[config.mk]
export PLATFORM = sky130hd
export DESIGN_NAME = seven_segment_scan_decoder
export DESIGN_NICKNAME = d
export VERILOG_FILES = /design/src/rtl/seven_segment_scan_decoder.sv
export SDC_FILE = /design/constraint.sdc
export NUM_CORES = 1
export LEC_CHECK = 0
export CORE_MARGIN = 2
export CORE_UTILIZATION = 55
export CTS_CLUSTER_SIZE = 28
export DETAILED_ROUTE_END_ITERATION = 8
export GPL_ROUTABILITY_DRIVEN = 0
export PLACE_DENSITY = 0.8
export SLEW_MARGIN = 20
export SYNTH_ARGS = -nofsm -noshare
export SYNTH_HDL_FRONTEND = slang
export SYNTH_SLANG_ARGS = --single-unit
[constraint.sdc]
create_clock -name clock -period 8.2 [get_ports clock]
set_input_delay 2.05 -clock clock [delete_from_list [all_inputs] [get_ports clock]]
set_output_delay 2.05 -clock clock [all_outputs]
set_load 0.01 [all_outputs]
[src/rtl/seven_segment_scan_decoder.sv]
// Recovers digit values from a multiplexed seven-segment bus: waits for a settled one-hot
// selection, inverse-decodes the segment pattern and stores it as {enable, dp, hex[3:0]}.
module seven_segment_scan_decoder #(
    parameter int NUMBER_OF_DIGITS = 4,
    parameter bit CATHODE_COMMON   = 1'b1,
    parameter int SETTLE_CYCLES    = 4,
    localparam int INDEX_WIDTH     = (NUMBER_OF_DIGITS > 1) ? $clog2(NUMBER_OF_DIGITS) : 1
) (
    input  logic                        clock,
    input  logic                        reset_n,
    input  logic [7:0]                  segment_in,
    input  logic [NUMBER_OF_DIGITS-1:0] digit_selector_in,
    output logic [5:0]                  digits [0:NUMBER_OF_DIGITS-1],
    output logic                        digit_update,
    output logic [INDEX_WIDTH-1:0]      digit_index,
    output logic                        decode_error,
    output logic                        frame_done
);

    localparam int N       = NUMBER_OF_DIGITS;
    localparam int COUNT_W = $clog2(SETTLE_CYCLES + 1);

    typedef enum logic [1:0] {IDLE, SETTLE, CAPTURED} state_t;

    logic [N-1:0]       sel_meta_reg, sel_sync_reg;
    logic [7:0]         seg_meta_reg, seg_sync_reg;
    logic [N-1:0]       sel;
    logic [7:0]         seg;
    logic               sel_one_hot;
    logic [INDEX_WIDTH-1:0] sel_index;
    logic [N+7:0]       prev_reg;
    logic               stable;
    state_t             state_reg, state_next;
    logic [COUNT_W-1:0] count_reg, count_next;
    logic               capture;
    logic               hex_valid;
    logic [3:0]         hex_value;
    logic               blank, digit_ok;
    logic [5:0]         new_digit;
    logic [N-1:0]       seen_reg, seen_next;
    logic               frame_complete;

    // Synchroniser flops reset to the raw level that normalises to "nothing selected, all dark".
    always_ff @(posedge clock or negedge reset_n) begin
        if (!reset_n) begin
            sel_meta_reg <= {N{CATHODE_COMMON}};
            sel_sync_reg <= {N{CATHODE_COMMON}};
            seg_meta_reg <= {8{~CATHODE_COMMON}};
            seg_sync_reg <= {8{~CATHODE_COMMON}};
        end else begin
            sel_meta_reg <= digit_selector_in;
            sel_sync_reg <= sel_meta_reg;
            seg_meta_reg <= segment_in;
            seg_sync_reg <= seg_meta_reg;
        end
    end

    assign sel         = CATHODE_COMMON ? ~sel_sync_reg : sel_sync_reg;
    assign seg         = CATHODE_COMMON ? seg_sync_reg : ~seg_sync_reg;
    assign sel_one_hot = $onehot(sel);
    assign stable      = ({sel, seg} == prev_reg);

    always_comb begin
        sel_index = '0;
        for (int i = 0; i < N; i++) begin
            if (sel[i]) sel_index = INDEX_WIDTH'(i);
        end
    end

    always_comb begin
        hex_valid = 1'b1;
        hex_value = 4'h0;
        case (seg[6:0])
            7'h3F: hex_value = 4'h0;
            7'h06: hex_value = 4'h1;
            7'h5B: hex_value = 4'h2;
            7'h4F: hex_value = 4'h3;
            7'h66: hex_value = 4'h4;
            7'h6D: hex_value = 4'h5;
            7'h7D: hex_value = 4'h6;
            7'h07: hex_value = 4'h7;
            7'h7F: hex_value = 4'h8;
            7'h6F: hex_value = 4'h9;
            7'h77: hex_value = 4'hA;
            7'h7C: hex_value = 4'hB;
            7'h39: hex_value = 4'hC;
            7'h5E: hex_value = 4'hD;
            7'h79: hex_value = 4'hE;
            7'h71: hex_value = 4'hF;
            default: hex_valid = 1'b0;
        endcase
    end

    always_ff @(posedge clock or negedge reset_n) begin
        if (!reset_n) begin
            state_reg <= IDLE;
            count_reg <= '0;
            prev_reg  <= '0;
        end else begin
            state_reg <= state_next;
            count_reg <= count_next;
            prev_reg  <= {sel, seg};
        end
    end

    // The counter holds the number of consecutive samples seen with the current {sel, seg}.
    always_comb begin
        state_next = state_reg;
        count_next = count_reg;
        capture    = 1'b0;
        case (state_reg)
            IDLE: begin
                count_next = '0;
                if (sel_one_hot) begin
                    state_next = SETTLE;
                    count_next = COUNT_W'(1);
                end
            end
            SETTLE: begin
                if (!sel_one_hot) begin
                    state_next = IDLE;
                    count_next = '0;
                end else if (!stable) begin
                    count_next = COUNT_W'(1);
                end else if (count_reg == COUNT_W'(SETTLE_CYCLES)) begin
                    capture    = 1'b1;
                    state_next = CAPTURED;
                    count_next = '0;
                end else begin
                    count_next = count_reg + COUNT_W'(1);
                end
            end
            CAPTURED: begin
                if (sel != prev_reg[N+7:8]) begin
                    state_next = sel_one_hot ? SETTLE : IDLE;
                    count_next = sel_one_hot ? COUNT_W'(1) : '0;
                end
            end
            default: begin
                state_next = IDLE;
                count_next = '0;
            end
        endcase
    end

    assign blank          = (seg == 8'h00);
    assign digit_ok       = blank || hex_valid;
    assign new_digit      = blank ? 6'h00 : {1'b1, seg[7], hex_value};
    assign seen_next      = seen_reg | (capture ? sel : '0);
    assign frame_complete = capture && (&seen_next);

    always_ff @(posedge clock or negedge reset_n) begin
        if (!reset_n) begin
            for (int i = 0; i < N; i++) digits[i] <= 6'h00;
            digit_update <= 1'b0;
            decode_error <= 1'b0;
            frame_done   <= 1'b0;
            digit_index  <= '0;
            seen_reg     <= '0;
        end else begin
            digit_update <= capture && digit_ok;
            decode_error <= capture && !digit_ok;
            frame_done   <= frame_complete;
            seen_reg     <= frame_complete ? '0 : seen_next;
            if (capture) digit_index <= sel_index;
            for (int i = 0; i < N; i++) begin
                if (capture && digit_ok && sel[i]) digits[i] <= new_digit;
            end
        end
    end

endmodule

==> impl_metrics.ini, run 1 <==
[placement]
dpl.hpwl_microns = 3982
port_buffers = 42
postPlaceCellArea_sq_um = 3617

[yosys]
synthTopCellsByArea = dfrtp_1 52%, dfstp_2 6.6%, a21oi_1 6.2%, mux2_2 3.2%, xor2_1 2.2%
synth_edf_count = 0
synth_top_area_share_pct = 52.19
synth_fp_nets = 289
ys_seq_area_share_pct = 58.84
ys_types = 49
synthesis.area_sq_um = 3164
syn_inst = 270
avgSynthCellArea_sq_um = 11.72
ys_warn_count = 0
synth_top_cell_by_area = dfrtp_1
async_flop_share_pct = 100.0
ys_seq_elements = 74
synth_flop_cell = dfrtp_1

[clock_tree]
cts_num_sinks = 74
clockBufferDepth = 2
insertion_delay_ps = 350
cts_htree_levels = 3
cts-hold-fix-buffers = 0
postCtsSetupBuffers = 0
cts-resized-gates = 0
cts_root_buffer = clkbuf_8
clkTransAtPathRegs_ps = 80
cts_buffers = 9
tritoncts = built

[power_and_ir_drop]
power.switching_uw = 173.0
power_density_nw_per_um2 = 186.9
p_sw_share_pct = 24.30
p_leak_nw = 1.652
ir_worst_vdd_mv = 0.1286
comb_power_share_pct = 6.5
power.internal_uw = 538.9
seqPwrFrac_pct = 55.2
p_clk_share_pct = 38.3

[die]
core_sq_um = 5540
rows = 27
die_h_microns = 79.85
ios = 43
die_area_sq_um = 6376
initial_core_util_pct = 57.11
dieWidth_microns = 79.85

[sta]
fin_skew_ps = 11.52
post-route-period-util_pct = 41.84
worst_pin_slew_ps = 893.3
rsz0062_at_grt = no
final_hold_viol_count = 0
maxSlewViolCount = 0
slew-limit-headroom_pct = 40.44
max_clock_freq_mhz = 291.5
setup_viol = 0
fin_crit_ps = 3430
fin_tns_setup_ps = 0

[layout]
area.growth.synth_to_final_pct = 20.40
layout_common_cells = 66 x dfrtp_1, 41 x clkdlybuf4s50_1, 39 x a21oi_1, 15 x nand2_1, 11 x nor2_1
largest_register_ffs = 24
n_antenna_cell = 0
drive_above_1_share_pct = 16.14
final_common_cell = dfrtp_1
design_area_sq_um = 3810
layout.nets = 330

[global_route]
grt_antenna_before_repair = 0
grt_overflow = 0
grt_pass1_wl_microns = 10020
track_usage_pct = 20.74
grt_pass1_vias = 2104
grt_start_max_net_pins = 75

[hold_path]
hold_class = flop to flop

[worst_setup_path]
end_kind = flop
startpoint_type = flop
crit_type = flop to flop
crit_fanout = 8
worstPathArrival_ps = 3670
worst_ep_required_time_ps = 8440

[route]
via_count = 2176
drt.antenna.violating_nets = 0
wl_per_cell_microns = 15.18
dr.pass1.iters = 4
route.detailed.drc = 0
wl_microns = 5888
via_per_inst = 5.608
dr.first_iter.drc_count = 96

[status]
outcome = completed

[run]
max_cap_violations = 0
## power groups by stage
stage	Sequential (mW)	Clock, mW	Combinational, mW
floorplan	0.391	0	0.0348
global placement	0.399	0	0.0458
detailed placement	0.400	0	0.0472
CTS	0.393	0.279	0.0474
global route	0.395	0.296	0.0528
finish	0.393	0.272	0.0462
## final cells by class
cell class	count	area [sq um]
Clock inverter	6	65.06
Clock buffer	10	127.6
Sequential cell	74	1862
Fill cell	417	1730
Inverter	10	37.54
Tap cell	72	90.09
Timing Repair Buffer	43	422.9
Multi-Input combinational cell	173	1205
## cell usage after synthesis, types with 2 or more instances
cell type and instances:
dfrtp_1 66, a21oi_1 39, nand2_1 15, nor2_1 11, inv_1 10, mux2_2 9, nor3_1 9, buf_2 8
dfstp_2 8, o31ai_1 8, xor2_1 8, o21ai_0 7, nand3_1 6, and3_1 4, clkbuf_1 4, ha_1 4
nand3b_1 4, xnor2_1 4, nand2b_1 3, nor2_2 3, nor4_1 3, o21bai_1 3, or3b_2 3, nand4_2 2
nor4_2 2, nor4bb_1 2, o22ai_1 2, or2b_1 2
## stage by stage
stage               cells  total power [mW]  setup WS (ps)  utilization (%)  hold slack (ps)
floorplan             270            0.4259           5083                -            331.2
global placement      372            0.4450           4944            65.29            331.3
detailed placement    372            0.4471           4783            65.29            335.6
CTS                   388            0.7192           4769            68.77            352.7
global route          388            0.7439           4540            68.77            359.2
finish                388            0.7119           4770            68.77            349.1
## final timing paths
check | startpoint | to | slack, ps | cells after the start
setup / recovery | sel_sync_reg[3] | digits[16] | 4770 | 10
hold / removal | seg_meta_reg[1] | seg[1] | 350 | 0
setup reg to reg | sel_sync_reg[3] | digits[16] | 4770 | 10
hold reg to reg | seg_meta_reg[1] | seg[1] | 350 | 0
max in group asynchronous | reset_n | digits[17] | 5700 | 2
min in group asynchronous | reset_n | count_reg[1] | 1900 | 2
## logic make-up (layout without fill, tap and decap cells)
kind of cell	Yosys count	in the layout	share of synthesized area, %
and+or+nand+nor	83	83	17.71
DFF	74	74	58.84
AOI/OAI and AO/OA	64	64	11.63
buffers and inverters	23	69	3.084
xor gates and xnor gates	12	12	3.321
muxes	9	9	3.203
adders and majority gates	5	5	2.214
## worst max-delay path, cell delays in order, from the launching register on
cell and delay (ps):
dfstp_2 640, fa_1 440, inv_1 60, ha_1 140
ha_1 220, or3b_1 450, nor4b_4 390, nand4_4 200
nor2_2 330, nand2_1 140, mux2_2 300
## routing by layer
metal  up-vias  routed length, microns  GRT usage (%)
li1       1046                       -              -
met1      1061                    2678          28.39
met2        56                    2870          30.92
met3        13                     236          5.882
met4         0                     103          9.322
met5         -                       0              0
Power figures use the tool's default switching activity.
==> inputs of run 2 (changes only) <==
CORE_UTILIZATION = 49   (was 55)
PLACE_DENSITY = 0.75   (was 0.8)
clock period = 3.1 ns   (was 8.2 ns; I/O delays follow)
==> run 2 against run 1 <==
Effect of this change: sequential power rose to 2.6 times the previous value; sequential cell count unchanged; clock skew down 1.6 ps; critical path depth unchanged; first-iteration DRC count up 33%; highest routed layer unchanged; setup slack worse by 4600 ps; clock power rose to 2.8 times the previous value; die area up 12%; wire length up 7.6%; largest power group unchanged; global-route usage down 1.3 points; via count up 5.3%; largest cell class unchanged.
==> impl_metrics.ini, run 2 (synthesized netlist as in run 1, its figures left out) <==
[clock_tree]
insertion_delay_ps = 350
cts_htree_levels = 3
clkTransAtPathRegs_ps = 80
cts_root_buffer = clkbuf_8
clockBufferDepth = 2
cts_num_sinks = 74
cts-resized-gates = 0
cts_buffers = 9
cts-hold-fix-buffers = 0
tritoncts = built
postCtsSetupBuffers = 0

[status]
outcome = completed

[route]
via_count = 2291
dr.first_iter.drc_count = 128
drt.antenna.violating_nets = 0
wl_per_cell_microns = 15.64
route.detailed.drc = 0
via_per_inst = 5.657
dr.pass1.iters = 4
wl_microns = 6336

[worst_setup_path]
crit_chain = fa_1 -> inv_1 -> ha_1 -> ha_1 -> or3b_4 -> nor4b_4 -> nand4_4 -> nor2_2 -> nand2_1 -> mux2_2
slowest_stage = fa_1
startpoint_type = flop
crit_fanout = 4
critical_path.most_common_cell = ha_1
end_kind = flop
worstPathArrival_ps = 3210
worst_ep_required_time_ps = 3330
crit_type = flop to flop
cpPeakStageDelay_ps = 530

[die]
core_sq_um = 6314
die_area_sq_um = 7117
die_h_microns = 84.36
initial_core_util_pct = 50.12
dieWidth_microns = 84.36
ios = 43
rows = 29

[placement]
dp_slack_ps = 40.52
port_buffers = 42
postPlaceCellArea_sq_um = 3739
dpl.hpwl_microns = 4390

[layout]
design_area_sq_um = 3976
layout_common_cells = 66 x dfrtp_1, 41 x clkdlybuf4s50_1, 39 x a21oi_1, 14 x nand2_1
seqCellArea_sq_um = 1862
n_antenna_cell = 0
final_common_cell = dfrtp_1
largest_register_ffs = 24
multi_input_area_sq_um = 1239
num-fill-cells = 477
layout.nets = 342
drive_above_1_share_pct = 21.04
area.growth.synth_to_final_pct = 25.66

[global_route]
grt_pass1_wl_microns = 10760
track_usage_pct = 19.44
grt_antenna_before_repair = 0
grt_start_max_net_pins = 75
grt_pass1_vias = 2142
grt_overflow = 0

[power_and_ir_drop]
p_leak_nw = 1.737
ir_worst_vdd_mv = 0.4148
power_density_nw_per_um2 = 485.4

[sta]
rsz0062_at_grt = yes
slew-limit-headroom_pct = 58.80
final_hold_viol_count = 0
whs_ps = 349.8
fin_skew_ps = 9.926
worst_pin_slew_ps = 612.8
max_clock_freq_mhz = 335.6
fin_tns_setup_ps = 0
post-route-period-util_pct = 96.13
maxSlewViolCount = 0
fin_crit_ps = 2980
setup_viol = 0
worst_slack_ps = 119.8

[hold_path]
hold_class = flop to flop

[run]
max_cap_violations = 0
[run 2: cell count changes in the layout (fill, tap and decap cells not counted), sizes merged]
cell	before	now
inv	11	10
clkinv	3	5
buf	2	14
clkinvlp	1	0
[run 2: critical path: cells and delay by family, from the launching register on]
kind / cells / cell delay [ps]
flops: 1 / 390
fa+ha+maj: 3 / 950
mux: 1 / 290
simple gates: 5 / 1190
buf+inv: 1 / 40
[run 2: per-stage QoR]
| stage | cells | power [mW] | utilization, % |
|---|---|---|---|
| 4_1_cts | 405 | 1.952 | 62.45 |
| 6_report | 405 | 1.930 | 62.98 |
| 2_1_floorplan | 270 | 1.127 | - |
| 3_5_place_dp | 389 | 1.193 | 59.22 |
| 5_1_grt | 405 | 2.028 | 62.98 |
| 3_3_place_gp | 389 | 1.188 | 59.22 |
[run 2: path summary, 6_finish.rpt]
path | depth (start not counted) | startpoint | slack, ps | endpoint
min reg2reg | 0 | seg_meta_reg[4] | 350 | seg[4]
max reg2reg | 10 | sel_sync_reg[0] | 120 | digits[15]
min in group asynchronous | 2 | reset_n | 440 | seg_meta_reg[4]
min | 0 | seg_meta_reg[4] | 350 | seg[4]
max | 10 | sel_sync_reg[0] | 120 | digits[15]
max in group asynchronous | 2 | reset_n | 2330 | sel_meta_reg[3]
[run 2: cell type report]
cell class / instances / share of cell area (%)
clock buffers: 10 / 3.461
clock inverters: 6 / 1.668
inverters: 10 / 0.9440
multi-input cells: 173 / 31.15
flip-flops and latches: 74 / 46.82
well taps: 77 / 2.423
repair buffers: 55 / 13.53
[run 2: where the power goes]
group / internal (mW) / switching [mW]
clock network: 0.395 / 0.359
registers: 0.997 / 0.0314
logic: 0.0651 / 0.0831
[run 2: routing by layer]
metal | vias up | GRT usage (%) | share of wire [%]
met5 | - | 0 | 0
met1 | 1136 | 27.59 | 45
met3 | 5 | 7.080 | 5.8
met4 | 0 | 5.483 | 1.0
li1 | 1074 | - | -
met2 | 76 | 28.57 | 49
